## src/rtl/apb_protocol_monitor.sv

```systemverilog
// Passive APB protocol monitor: tracks IDLE/SETUP/ACCESS on the master side of a
// bridge and reports rule violations via sticky flags, first-error capture and counters.
module apb_protocol_monitor #(
    parameter int PADDR_SIZE     = 32,
    parameter int PDATA_SIZE     = 32,
    parameter int NUM_SLAVES     = 4,
    parameter int TIMEOUT_CYCLES = 16,
    parameter int CNT_SIZE       = 16
) (
    input  logic                    PCLK,
    input  logic                    PRESET,
    input  logic [NUM_SLAVES-1:0]   PSEL,
    input  logic                    PENABLE,
    input  logic                    PWRITE,
    input  logic [2:0]              PPROT,
    input  logic [PDATA_SIZE/8-1:0] PSTRB,
    input  logic [PADDR_SIZE-1:0]   PADDR,
    input  logic [PDATA_SIZE-1:0]   PWDATA,
    input  logic                    PREADY,
    input  logic                    PSLVERR,
    input  logic                    clr,
    output logic [6:0]              err_flags,
    output logic                    err_valid,
    output logic [2:0]              first_code,
    output logic [PADDR_SIZE-1:0]   first_addr,
    output logic [CNT_SIZE-1:0]     xfer_count,
    output logic [CNT_SIZE-1:0]     err_count,
    output logic [CNT_SIZE-1:0]     slverr_count,
    output logic [1:0]              mon_state
);

    localparam int STRB_SIZE = PDATA_SIZE / 8;
    localparam int BUS_W     = NUM_SLAVES + PADDR_SIZE + 1 + PDATA_SIZE + STRB_SIZE + 3;
    localparam int WAIT_W    = $clog2(TIMEOUT_CYCLES + 1);

    localparam logic [1:0] ST_IDLE   = 2'd0;
    localparam logic [1:0] ST_SETUP  = 2'd1;
    localparam logic [1:0] ST_ACCESS = 2'd2;

    function automatic logic multi_hot(input logic [NUM_SLAVES-1:0] v);
        return (v & (v - NUM_SLAVES'(1))) != '0;
    endfunction

    function automatic logic [2:0] lowest_set(input logic [6:0] v);
        logic [2:0] idx;
        idx = 3'd0;
        for (int i = 6; i >= 0; i--) begin
            idx = v[i] ? 3'(i) : idx;
        end
        return idx;
    endfunction

    logic [1:0]              state_q, state_d;
    logic [BUS_W-1:0]        cap_q, cap_d;
    logic [WAIT_W-1:0]       wait_q, wait_d;
    logic                    done_q, done_d;
    logic [6:0]              flags_q;
    logic                    valid_q;
    logic [2:0]              code_q;
    logic [PADDR_SIZE-1:0]   addr_q;
    logic [CNT_SIZE-1:0]     xfer_q, err_q, slv_q;

    logic                    sel_s;
    logic [BUS_W-1:0]        bus_s;
    logic [6:0]              viol_s;

    assign sel_s = |PSEL;
    assign bus_s = {PSEL, PADDR, PWRITE, PWDATA, PSTRB, PPROT};

    // Next-state, bus capture and per-cycle violation decode
    always_comb begin
        state_d = state_q;
        cap_d   = cap_q;
        wait_d  = wait_q;
        done_d  = 1'b0;
        viol_s  = 7'd0;
        viol_s[0] = multi_hot(PSEL);
        viol_s[5] = done_q & PENABLE & (state_q != ST_ACCESS);
        viol_s[6] = sel_s & ~PWRITE & (PSTRB != '0);
        case (state_q)
            ST_IDLE: begin
                if (sel_s) begin
                    cap_d  = bus_s;
                    wait_d = '0;
                    if (PENABLE) begin
                        viol_s[1] = 1'b1;
                        state_d   = ST_ACCESS;
                    end else begin
                        state_d = ST_SETUP;
                    end
                end else begin
                    state_d = ST_IDLE;
                end
            end
            ST_SETUP: begin
                if (!sel_s) begin
                    viol_s[2] = 1'b1;
                    state_d   = ST_IDLE;
                end else if (PENABLE) begin
                    state_d = ST_ACCESS;
                    wait_d  = '0;
                end else begin
                    viol_s[2] = 1'b1;
                    cap_d     = bus_s;
                end
            end
            ST_ACCESS: begin
                if (!sel_s) begin
                    viol_s[3] = 1'b1;
                    state_d   = ST_IDLE;
                end else begin
                    viol_s[3] = (bus_s != cap_q);
                    if (PREADY) begin
                        done_d = 1'b1;
                        if (!PENABLE) begin
                            state_d = ST_SETUP;
                            cap_d   = bus_s;
                        end else begin
                            state_d = ST_IDLE;
                        end
                    end else if (wait_q != WAIT_W'(TIMEOUT_CYCLES)) begin
                        // Counter parks at the limit so the timeout flag fires once per transfer
                        wait_d    = wait_q + WAIT_W'(1);
                        viol_s[4] = (wait_q == WAIT_W'(TIMEOUT_CYCLES - 1));
                    end else begin
                        wait_d = wait_q;
                    end
                end
            end
            default: begin
                state_d = ST_IDLE;
            end
        endcase
    end

    // FSM state plus reporting registers; clr wipes reporting only
    always_ff @(posedge PCLK) begin
        if (PRESET) begin
            state_q <= ST_IDLE;
            cap_q   <= '0;
            wait_q  <= '0;
            done_q  <= 1'b0;
            flags_q <= 7'd0;
            valid_q <= 1'b0;
            code_q  <= 3'd0;
            addr_q  <= '0;
            xfer_q  <= '0;
            err_q   <= '0;
            slv_q   <= '0;
        end else begin
            state_q <= state_d;
            cap_q   <= cap_d;
            wait_q  <= wait_d;
            done_q  <= done_d;
            if (clr) begin
                flags_q <= 7'd0;
                valid_q <= 1'b0;
                code_q  <= 3'd0;
                addr_q  <= '0;
                xfer_q  <= '0;
                err_q   <= '0;
                slv_q   <= '0;
            end else begin
                flags_q <= flags_q | viol_s;
                valid_q <= |viol_s;
                if ((flags_q == 7'd0) && (|viol_s)) begin
                    code_q <= lowest_set(viol_s);
                    addr_q <= PADDR;
                end
                if ((|viol_s) && (err_q != '1)) begin
                    err_q <= err_q + CNT_SIZE'(1);
                end
                if (done_d && (xfer_q != '1)) begin
                    xfer_q <= xfer_q + CNT_SIZE'(1);
                end
                if (done_d && PSLVERR && (slv_q != '1)) begin
                    slv_q <= slv_q + CNT_SIZE'(1);
                end
            end
        end
    end

    assign err_flags    = flags_q;
    assign err_valid    = valid_q;
    assign first_code   = code_q;
    assign first_addr   = addr_q;
    assign xfer_count   = xfer_q;
    assign err_count    = err_q;
    assign slverr_count = slv_q;
    assign mon_state    = state_q;

endmodule

```

## config.mk

```make
export PLATFORM = sky130hd
export DESIGN_NAME = apb_protocol_monitor
export DESIGN_NICKNAME = d
export VERILOG_FILES = /design/src/rtl/apb_protocol_monitor.sv
export SDC_FILE = /design/constraint.sdc
export NUM_CORES = 1
export LEC_CHECK = 0
export ABC_AREA = 0
export BUFFER_PORTS_ARGS = -buffer_cell sky130_fd_sc_hd__buf_2
export CELL_PAD_IN_SITES_DETAIL_PLACEMENT = 0
export CELL_PAD_IN_SITES_GLOBAL_PLACEMENT = 1
export CORE_MARGIN = 2
export CORE_UTILIZATION = 43
export CTS_CLUSTER_DIAMETER = 100
export CTS_CLUSTER_SIZE = 14
export DETAILED_ROUTE_END_ITERATION = 7
export PLACE_DENSITY_LB_ADDON = 0.15
export SLEW_MARGIN = 20
export SYNTH_ARGS = -nofsm -noshare
export SYNTH_HDL_FRONTEND = slang
export SYNTH_SLANG_ARGS = --single-unit
```

## constraint.sdc

```tcl
create_clock -name PCLK -period 7.32 [get_ports PCLK]
set_clock_uncertainty 0.2 [all_clocks]
set_input_delay 1.098 -clock PCLK [delete_from_list [all_inputs] [get_ports PCLK]]
set_output_delay 1.098 -clock PCLK [all_outputs]
set_load 0.02 [all_outputs]
```

==> After elaboration in Yosys (flattened, before gate mapping) <==
Cells that the tools add are included.
Widths: inputs -> output; s select.
{ "op_classes": {"add_sub_neg": 5, "eq_ne": 18, "reduce_logical": 16, "bitwise": 7, "mux": 42} }
{ "ops": {"columns": ["op", "n"], "rows": [
  ["$mux 76", 5],
  ["$pmux 76 s3", 1],
  ["$ne 76x76->1", 1],
  ["$add 16x1->16 const B", 3],
  ["$ne 16x16->1 const B", 3],
  ["$mux 5", 6],
  ["$mux 3", 7],
  ["$ne 2x2->1 const B", 8],
  ["$pmux 5 s3", 1],
  ["$mux 1", 14],
  ["$mux 2", 7],
  ["$reduce_bool 4->1", 2],
  ["$logic_not 7->1", 1],
  ["$or 7x7->7", 1],
  ["$reduce_and 7->1", 1],
  ["$reduce_or 7->1", 1],
  ["$ne 3x3->1 const B", 2],
  ["$pmux 2 s3", 1],
  ["$add 5x1->5 const B", 1],
  ["$eq 5x4->1 const B", 1],
  ["$logic_and 1x1->1", 5],
  ["$ne 5x5->1 const B", 1],
  ["$reduce_and 5->1", 1],
  ["$and 1x1->1", 4],
  ["other kinds (10)", 10]
]} }
{ "totals": {"elab_cells": 99, "regBits": 175, "out_inout_bits": 93, "in_bits": 82} }

==> Logic depth before layout (Yosys ltp) <==
Gate-level depths: netlist (run 1).
{ "logic_depth": {"ltp_word": 10, "depth_mapped": 11, "depth_no_buf": 9} }

==> Worst setup path before layout (run 1) <==
No wires, ideal clock.
{ "synth_timing": {"path_kind": "input to register", "from": "in PSEL[1]", "to": "reg err_q[2], in the netlist err_count[2]", "slack_ns": 3.705, "setup_time_ns": 0.116, "path_stages": 10, "t_arrival_ns": 3.298, "path_buffers": 4, "required_ns": 7.004, "path_cell_list": "buf_2 or4_4 buf_6 nand3_2 nor2_2 or4_4 or3_1 clkbuf_1 buf_6 a41o_1"} }
{ "synth_via": {"elab_chain_len": 5, "elab_cells_between_ends": 16, "cone_classes": "add/sub (1); eq/ne (1); mux (7); bitwise (3); reduce/logical (4)"} }
{ "synth_lines": {"columns": ["element", "line_no", "rtl"], "rows": [
  ["start: declaration", "12", "input logic [NUM_SLAVES-1:0] PSEL,"],
  ["$sub 4x1->4 (tied with other cells)", "41", "return (v & (v - NUM_SLAVES'(1))) != '0;"],
  ["$and 4x4->4 (tied with other cells)", "41", null],
  ["$reduce_bool 4->1 (tied with other cells)", "41", null],
  ["$reduce_or 7->1 *", "170", "if ((|viol_s) && (err_q != '1)) begin"],
  ["$logic_and 1x1->1 *", "170", null],
  ["end signal: assignment", "171", "err_q <= err_q + CNT_SIZE'(1);"],
  ["end: declaration", "61", "logic [CNT_SIZE-1:0] xfer_q, err_q, slv_q;"]
]} }
Mark *: on every way between the ends. The rest lies on a longest branch, timed or not.
A chain may end at the register's enable or synchronous reset.

==> Final worst setup path (run 1) <==
{ "layout_timing": {"from": "in PSEL[3]", "to": "reg addr_q[26], in the netlist first_addr[26]"} }
{ "layout_via": {"elab_chain_len": 5, "elab_cells_between_ends": 16, "cone_classes": "add/sub (1); eq/ne (1); mux (7); bitwise (3); reduce/logical (4)"} }
{ "layout_lines": {"columns": ["element", "line_no", "rtl"], "rows": [
  ["$sub 4x1->4 (tied with other cells)", "41", null],
  ["$and 4x4->4 (tied with other cells)", "41", null],
  ["$reduce_bool 4->1 (tied with other cells)", "41", null],
  ["$reduce_or 7->1 *", "166", "if ((flags_q == 7'd0) && (|viol_s)) begin"],
  ["$logic_and 1x1->1 *", "166", null],
  ["end signal: assignment", "146", "addr_q <= '0;"],
  ["end signal: assignment", "159", "addr_q <= '0;"],
  ["end signal: assignment", "168", "addr_q <= PADDR;"],
  ["end: declaration", "60", "logic [PADDR_SIZE-1:0] addr_q;"]
]} }
Marked as above.

==> impl_metrics.yaml, run 1 <==
cells_and_area:
  drive_gt1_share_pct: 20.0
  stdcell_area_um2: 9600
  layout.nets: 1228
  area_delta_synth_final_pct: 19.8
  diodes: 0
power_and_ir_drop:
  peakVddDrop_mv: 0.168
  power.density_nw_per_um2: 258
  total_leakage_power_nw: 3.93
  p_switching_w: 0.000712
  p_clk_share_pct: 39.8
  power_frac_seq_pct: 43.1
  power_frac_comb_pct: 17.1
  switching_share_pct: 28.8
  p_int_w: 0.00176
worst_hold_path:
  min_from: "cap_q[4]"
  whs_path_depth: 2
  hp-class: "flip-flop to flip-flop"
  whs_endpoint: "cap_q[4]"
setup_path:
  reg2reg_slack_ns: 4.05
  endpoint_kind: "flip-flop"
  r2r-end: "first_addr[26]"
  worst_ep_required_time_ns: 7.46
  r2r_cells: 9
  crit_fanout: 34
  worstSetupPathType: "primary input to flip-flop"
  cp_slowest_cell: "nor4_2"
  max_stage_delay_ns: 0.87
  cp-start-kind: "primary input"
  r2r-start: "mon_state[0]"
  arrival_ns: 4.09
  crit_chain: "buf_2 -> nor4_1 -> nor3_1 -> nor4_2 -> or2_2 -> o21ai_0 -> a21oi_1"
sta:
  layout_setup_ws_ns: 3.38
  min_period_over_period_pct: 53.9
  finalHoldViolCount: 0
  grt_setup_unrepaired: "no"
  max_freq_mhz: 254
  setup_tns_ns: 0
  setup_violations: 0
  worstMarginPinSlew_ns: 0.981
  slew_headroom_pct: 33.6
  finalMaxSlewViolations: 0
  fin_crit_ns: 3.94
yosys:
  ys_types: 56
  synth.avg_cell_area_um2: 8.00
  syn_area_um2: 8010
  synth_edf_count: 0
  synthArstFlopShare_pct: 0
  synthMuxAreaShare_pct: 0.250
  synth-xor-area-share_pct: 9.62
  synthCells: 1001
  synth_ff_type: "dfxtp_1"
  synth_simple_gate_area_share_pct: 24.0
  synth-seq-cells: 175
  synth_warnings: 0
  synthAdderAreaFrac_pct: 1.56
  synth-compound-area-share_pct: 16.6
  synth_top_family_by_area: "simple AND/OR/NAND/NOR gates"
  synth_seq_area_share_pct: 43.7
  syn_nets: 1093
global_routing:
  grt.overflow.total: 0
  grt_pass1_vias: 6470
  grt_pass1_wl_um: 34100
  grt_max_degree: 84
  grtUsageTotal_pct: 21.5
  antenna_found_initial: 0
clock_network:
  clock_latency_ns: 0.43
  h-tree-depth: 4
  tritoncts: "done"
  clkTransAtPathRegs_ns: 0.07
  clock_path_buffers: 2
  cts_sinks: 175
  cts-buffers-inserted: 17
  postCtsResizedCells: 0
  root_buffer: "clkbuf_16"
  holdBufCountCts: 0
  postCtsSetupRepairBufs: 0
detailed_routing:
  first_pass_iters: 5
  vias: 7328
  antenna_left: 0
  drtIter0Drc: 529
  drc: 0
  viasPerCell: 5.32
  wl_per_cell_um: 15.7
  wl_um: 21600
floorplanning:
  core_area_um2: 18100
  die-area_um2: 19700
  die_h_um: 140
  start_util_pct: 44.1
  die_x_um: 140
  pin_count: 175
  rows: 49
placed_design:
  placed_area_um2: 8960
  routabilityCongestion: 0.791
  preCtsSetupSlack_ns: 2.96
  portBuffers: 174
  dp_hpwl_um: 15100
status:
  run_status: "finished, final reports clean"
job:
  cap_violations: 0
## worst max-delay path by stage
stage	start	endpoint	slack [ns]	cells after the start
after detailed placement	PSEL[0]	first_addr[6]	2.96	7
final	PSEL[3]	first_addr[26]	3.38	7
after floorplan	PSEL[1]	err_count[2]	3.71	10
after global routing	PSEL[0]	first_addr[0]	3.02	7
after global placement	PSEL[3]	first_addr[9]	3.09	7
after CTS	PSEL[0]	first_addr[6]	3.41	7
## cells by family after synthesis
| logic type | count (synthesis) |
|---|---|
| buffers and inverters | 81 |
| xor gates and xnor gates | 88 |
| AOI/OAI and AO/OA | 235 |
| DFF | 175 |
| adders and majority gates | 10 |
| and+or+nand+nor | 410 |
| muxes | 2 |
## state kept, by name, indices dropped and copies added, names as in the netlist
register      cells
wait_q            5
err_flags         7
first_code        3
done_q            1
err_count        16
slverr_count     16
err_valid         1
mon_state         2
cap_q            76
first_addr       32
xfer_count       16
## cell usage in the layout (no fill, tap or decap), drive strengths merged, types with 5 or more instances in the layout
cell type,instances
nor2b,12
ha,10
inv,22
nand2,183
or4,12
a21oi,141
or3,18
xnor2,65
nor4,13
xor2,23
nand4,28
and3,7
clkbuf,18
nor3,9
o31ai,9
dfxtp,175
nand3,55
nor2,60
o21ai,50
a31oi,5
buf,181
## per-layer routing
metal,track usage [%],vias to the layer above,part of all wire [%]
li1,-,3741,-
met1,33.0,3397,52
met2,30.4,180,42
met3,5.16,10,5.8
met4,4.68,0,0.85
met5,0,-,0
## cells in the mapped netlist, drive strengths merged, types with 2 or more instances
library cell	number	area (µm²)
nand2	183	689
dfxtp	175	3500
a21oi	141	706
xnor2	65	569
nor2	60	228
nand3	55	280
o21ai	50	250
clkbuf	46	173
nand4	28	175
xor2	23	201
buf	19	110
or3	18	113
inv	16	60.1
nor4	13	81.3
nor2b	12	75.1
or4	12	97.6
ha	10	125
nor3	9	50.1
o31ai	9	67.6
and3	7	43.8
a31oi	5	46.3
a211oi	4	30.0
or2	4	25.0
a2111o	3	33.8
a21o	3	23.8
a41o	3	30.0
and2	3	18.8
and4	3	26.3
o22ai	3	18.8
mux2i	2	20.0
nand2b	2	12.5
o211ai	2	15.0
o21a	2	15.0
## layout make-up
class                           count  area [µm²]
Clock buffer                       18         439
Clock inverter                     14         199
Fill cell                        1764        8550
Inverter                           16        60.1
Multi-Input combinational cell    745        4180
Sequential cell                   175        3500
Tap cell                          229         287
Timing Repair Buffer              181         923
## through the flow
step	cells	hold slack, ns	util, %	power [W]
finish	1378	0.259	52.9	0.00248
global route	1378	0.283	52.9	0.00260
CTS	1378	0.257	52.9	0.00250
detailed placement	1346	0.249	49.4	0.00151
global placement	1346	0.242	49.4	0.00151
floorplan	1001	0.236	-	0.00138
## critical path: cells and delay by family
family,cells,cell delay (ns)
AND/OR/NAND/NOR,4,2.51
AO/OA/AOI/OAI,2,0.33
buffers and inverters,1,0.14
## power by group through the flow
stage / Sequential [W] / Clock [W] / Combinational [W]
CTS: 0.00107 / 0.00101 / 0.000426
floorplan: 0.00110 / 0 / 0.000283
global route: 0.00107 / 0.00105 / 0.000474
finish: 0.00107 / 0.000985 / 0.000424
detailed placement: 0.00109 / 0 / 0.000425
global placement: 0.00109 / 0 / 0.000423
Power figures use the tool's default switching activity.
==> run 2: changes to the inputs <==
--- a/config.mk
+++ b/config.mk
@@ -5,12 +5,12 @@
 export SDC_FILE = /design/constraint.sdc
 export NUM_CORES = 1
 export LEC_CHECK = 0
-export ABC_AREA = 0
+export ABC_AREA = 1
 export BUFFER_PORTS_ARGS = -buffer_cell sky130_fd_sc_hd__buf_2
 export CELL_PAD_IN_SITES_DETAIL_PLACEMENT = 0
 export CELL_PAD_IN_SITES_GLOBAL_PLACEMENT = 1
 export CORE_MARGIN = 2
-export CORE_UTILIZATION = 43
+export CORE_UTILIZATION = 38
 export CTS_CLUSTER_DIAMETER = 100
 export CTS_CLUSTER_SIZE = 14
 export DETAILED_ROUTE_END_ITERATION = 7
==> constraint.sdc (replaced) <==
create_clock -name PCLK -period 3.82 [get_ports PCLK]
set_clock_uncertainty 0.2 [all_clocks]
set_input_delay 0.573 -clock PCLK [delete_from_list [all_inputs] [get_ports PCLK]]
set_output_delay 0.573 -clock PCLK [all_outputs]
set_load 0.02 [all_outputs]
==> impl_metrics.yaml, run 2 <==
power_and_ir_drop:
  power_frac_comb_pct: 19.9
  total_leakage_power_nw: 4.93
  power.density_nw_per_um2: 471
  p_int_w: 0.00333
  peakVddDrop_mv: 0.287
  p_clk_share_pct: 36.6
  switching_share_pct: 31.3
  p_switching_w: 0.00152
  power_frac_seq_pct: 43.4
placed_design:
  placed_area_um2: 9680
  placed_cells: 1718
  routabilityCongestion: 0.789
  dp_hpwl_um: 15500
  portBuffers: 174
clock_network:
  root_buffer: "clkbuf_16"
  clock_path_buffers: 2
  postCtsResizedCells: 0
  cts_sinks: 175
  holdBufCountCts: 0
  cts-buffers-inserted: 17
  h-tree-depth: 4
  tritoncts: "done"
  postCtsSetupRepairBufs: 0
  clkTransAtPathRegs_ns: 0.07
  clock_latency_ns: 0.43
yosys:
  synth_simple_gate_area_share_pct: 31.1
  ys_types: 35
  synthMuxAreaShare_pct: 0
  synthAdderAreaFrac_pct: 1.46
  syn_nets: 1392
  syn_area_um2: 8550
  synthTopCellsByCount: "nand2_1, nor2_1, inv_1"
  synth.most_common_cell: "nand2_1"
  synth-seq-cells: 175
  synth_seq_area_share_pct: 41.0
  synth-compound-area-share_pct: 13.4
  synth_ff_type: "dfxtp_1"
  synth-xor-area-share_pct: 2.05
  synth_top_cell_by_area: "dfxtp_1"
  synth_top_family_by_area: "simple AND/OR/NAND/NOR gates"
  synth.avg_cell_area_um2: 6.58
  synth_edf_count: 0
  synth_warnings: 0
  synth.area.top_cells: "dfxtp_1, nand2_1, nor2_1, inv_1, a21oi_1"
  synthArstFlopShare_pct: 0
  synthCells: 1300
  synth_top_area_share_pct: 41.0
floorplanning:
  die_x_um: 154
  start_util_pct: 39.0
  die-area_um2: 23700
  pin_count: 175
  die_h_um: 154
  rows: 54
  core_area_um2: 22000
cells_and_area:
  mostFrequentLayoutCells: "nand2_1, nor2_1, inv_1"
  final_cells: 1751
  drive_gt1_share_pct: 16.5
  final_core_util_pct: 46.8
  final_common_cell: "nand2_1"
  top_register: "cap_q"
  largest_register_ff_count: 76
  area_delta_synth_final_pct: 20.2
  fillCellCount: 2360
  layout.nets: 1549
  stdcell_area_um2: 10300
setup_path:
  crit_chain: "inv_1 -> ha_1 -> inv_1 -> nor2_1 -> nand4_1 -> nand3_1 -> inv_1 -> nand4_4 -> nand2_1 -> inv_2 -> nor2_1 -> nor2_1"
  reg2reg_slack_ns: 1.03
  r2r-start: "mon_state[0]"
  arrival_ns: 2.97
  cp_slowest_cell: "inv_2"
  endpoint_kind: "flip-flop"
  crit_fanout: 34
  max_stage_delay_ns: 0.51
  r2r-end: "first_addr[17]"
  critPathLaunch: "mon_state[0]"
  cp-start-kind: "flip-flop"
  r2r_cells: 12
  endpoint: "first_addr[17]"
  worstSetupPathType: "flip-flop to flip-flop"
  worst_ep_required_time_ns: 3.99
global_routing:
  grt_pass1_vias: 7397
  grt_max_degree: 91
  antenna_found_initial: 2
  grtUsageTotal_pct: 18.7
  grt.overflow.total: 0
  grt_pass1_wl_um: 36300
status:
  run_status: "finished, final reports clean"
sta:
  grt_setup_unrepaired: "no"
  finalHoldViolCount: 0
  setup_violations: 0
  worstMarginPinSlew_ns: 0.678
  finalMaxSlewViolations: 0
  setup_tns_ns: 0
  fin_crit_ns: 2.79
  hold_ws_ns: 0.217
  min_period_over_period_pct: 73.1
  slew_headroom_pct: 54.8
  max_freq_mhz: 358
detailed_routing:
  wl_um: 21800
  vias: 8119
  drtIter0Drc: 323
  viasPerCell: 4.64
  antenna_left: 0
  wl_per_cell_um: 12.5
  drc: 0
  first_pass_iters: 5
job:
  cap_violations: 0
worst_hold_path:
  hp-class: "primary input to flip-flop"
  whs_path_depth: 3
run 2: cell types whose count changed after synthesis, moves of 17 or more:
| cell | change |
|---|---|
| nand2_1 | +92 |
| o21ai_0 | +62 |
| or3_1 | -18 |
| nand4_1 | -17 |
| nand3_1 | +20 |
| a21oi_1 | -35 |
| nor2_1 | +156 |
| inv_1 | +171 |
| xnor2_1 | -53 |
run 2: worst min-delay path by stage:
stage	from	endpoint	slack, ns
CTS	PADDR[5]	cap_q[45]	0.20
finish	PADDR[5]	cap_q[45]	0.22
global route	PADDR[5]	cap_q[45]	0.22
floorplan	cap_q[2]	cap_q[2]	0.24
detailed placement	first_addr[7]	first_addr[7]	0.25
global placement	first_addr[4]	first_addr[4]	0.25
run 2: cells by family after synthesis:
family	count (synthesis)
simple gates	634
buf+inv	238
compound gates	223
flops	175
xor+xnor	20
fa+ha+maj	10
run 2: power groups by stage:
stage	registers [W]	clock network [W]	logic, W
detailed placement	0.00215	0	0.000976
floorplan	0.00218	0	0.000662
global placement	0.00214	0	0.000963
global route	0.00213	0.00190	0.00112
finish	0.00211	0.00177	0.000967
CTS	0.00211	0.00183	0.000979
run 2: worst max-delay path, delay by kind of cell (launching register included):
family	cells	cell delay, ns
and+or+nand+nor	7	1.05
buffers and inverters	4	0.80
adders and majority gates	1	0.31
DFF	1	0.35
run 2: layout make-up:
class,count,area (µm²),share of cell area (%)
Sequential cell,175,3500,34.1
Multi-Input combinational cell,887,4140,40.2
Timing Repair Buffer,183,963,9.37
Tap cell,280,350,3.41
Inverter,193,724,7.05
Clock buffer,21,480,4.67
Antenna cell,1,2.50,0.0243
Clock inverter,11,119,1.16
run 2: routing by layer:
layer / routed length, µm / global-route usage (%)
met1: 11000 / 25.6
met5: 13 / 0
met4: 234 / 5.07
met3: 920 / 3.55
met2: 9690 / 30.1
run 2: per-stage QoR:
step	setup WS (ns)	power, W
floorplan	1.55	0.00284
global placement	0.798	0.00311
detailed placement	0.756	0.00312
CTS	0.993	0.00491
global route	0.680	0.00515
finish	1.03	0.00485
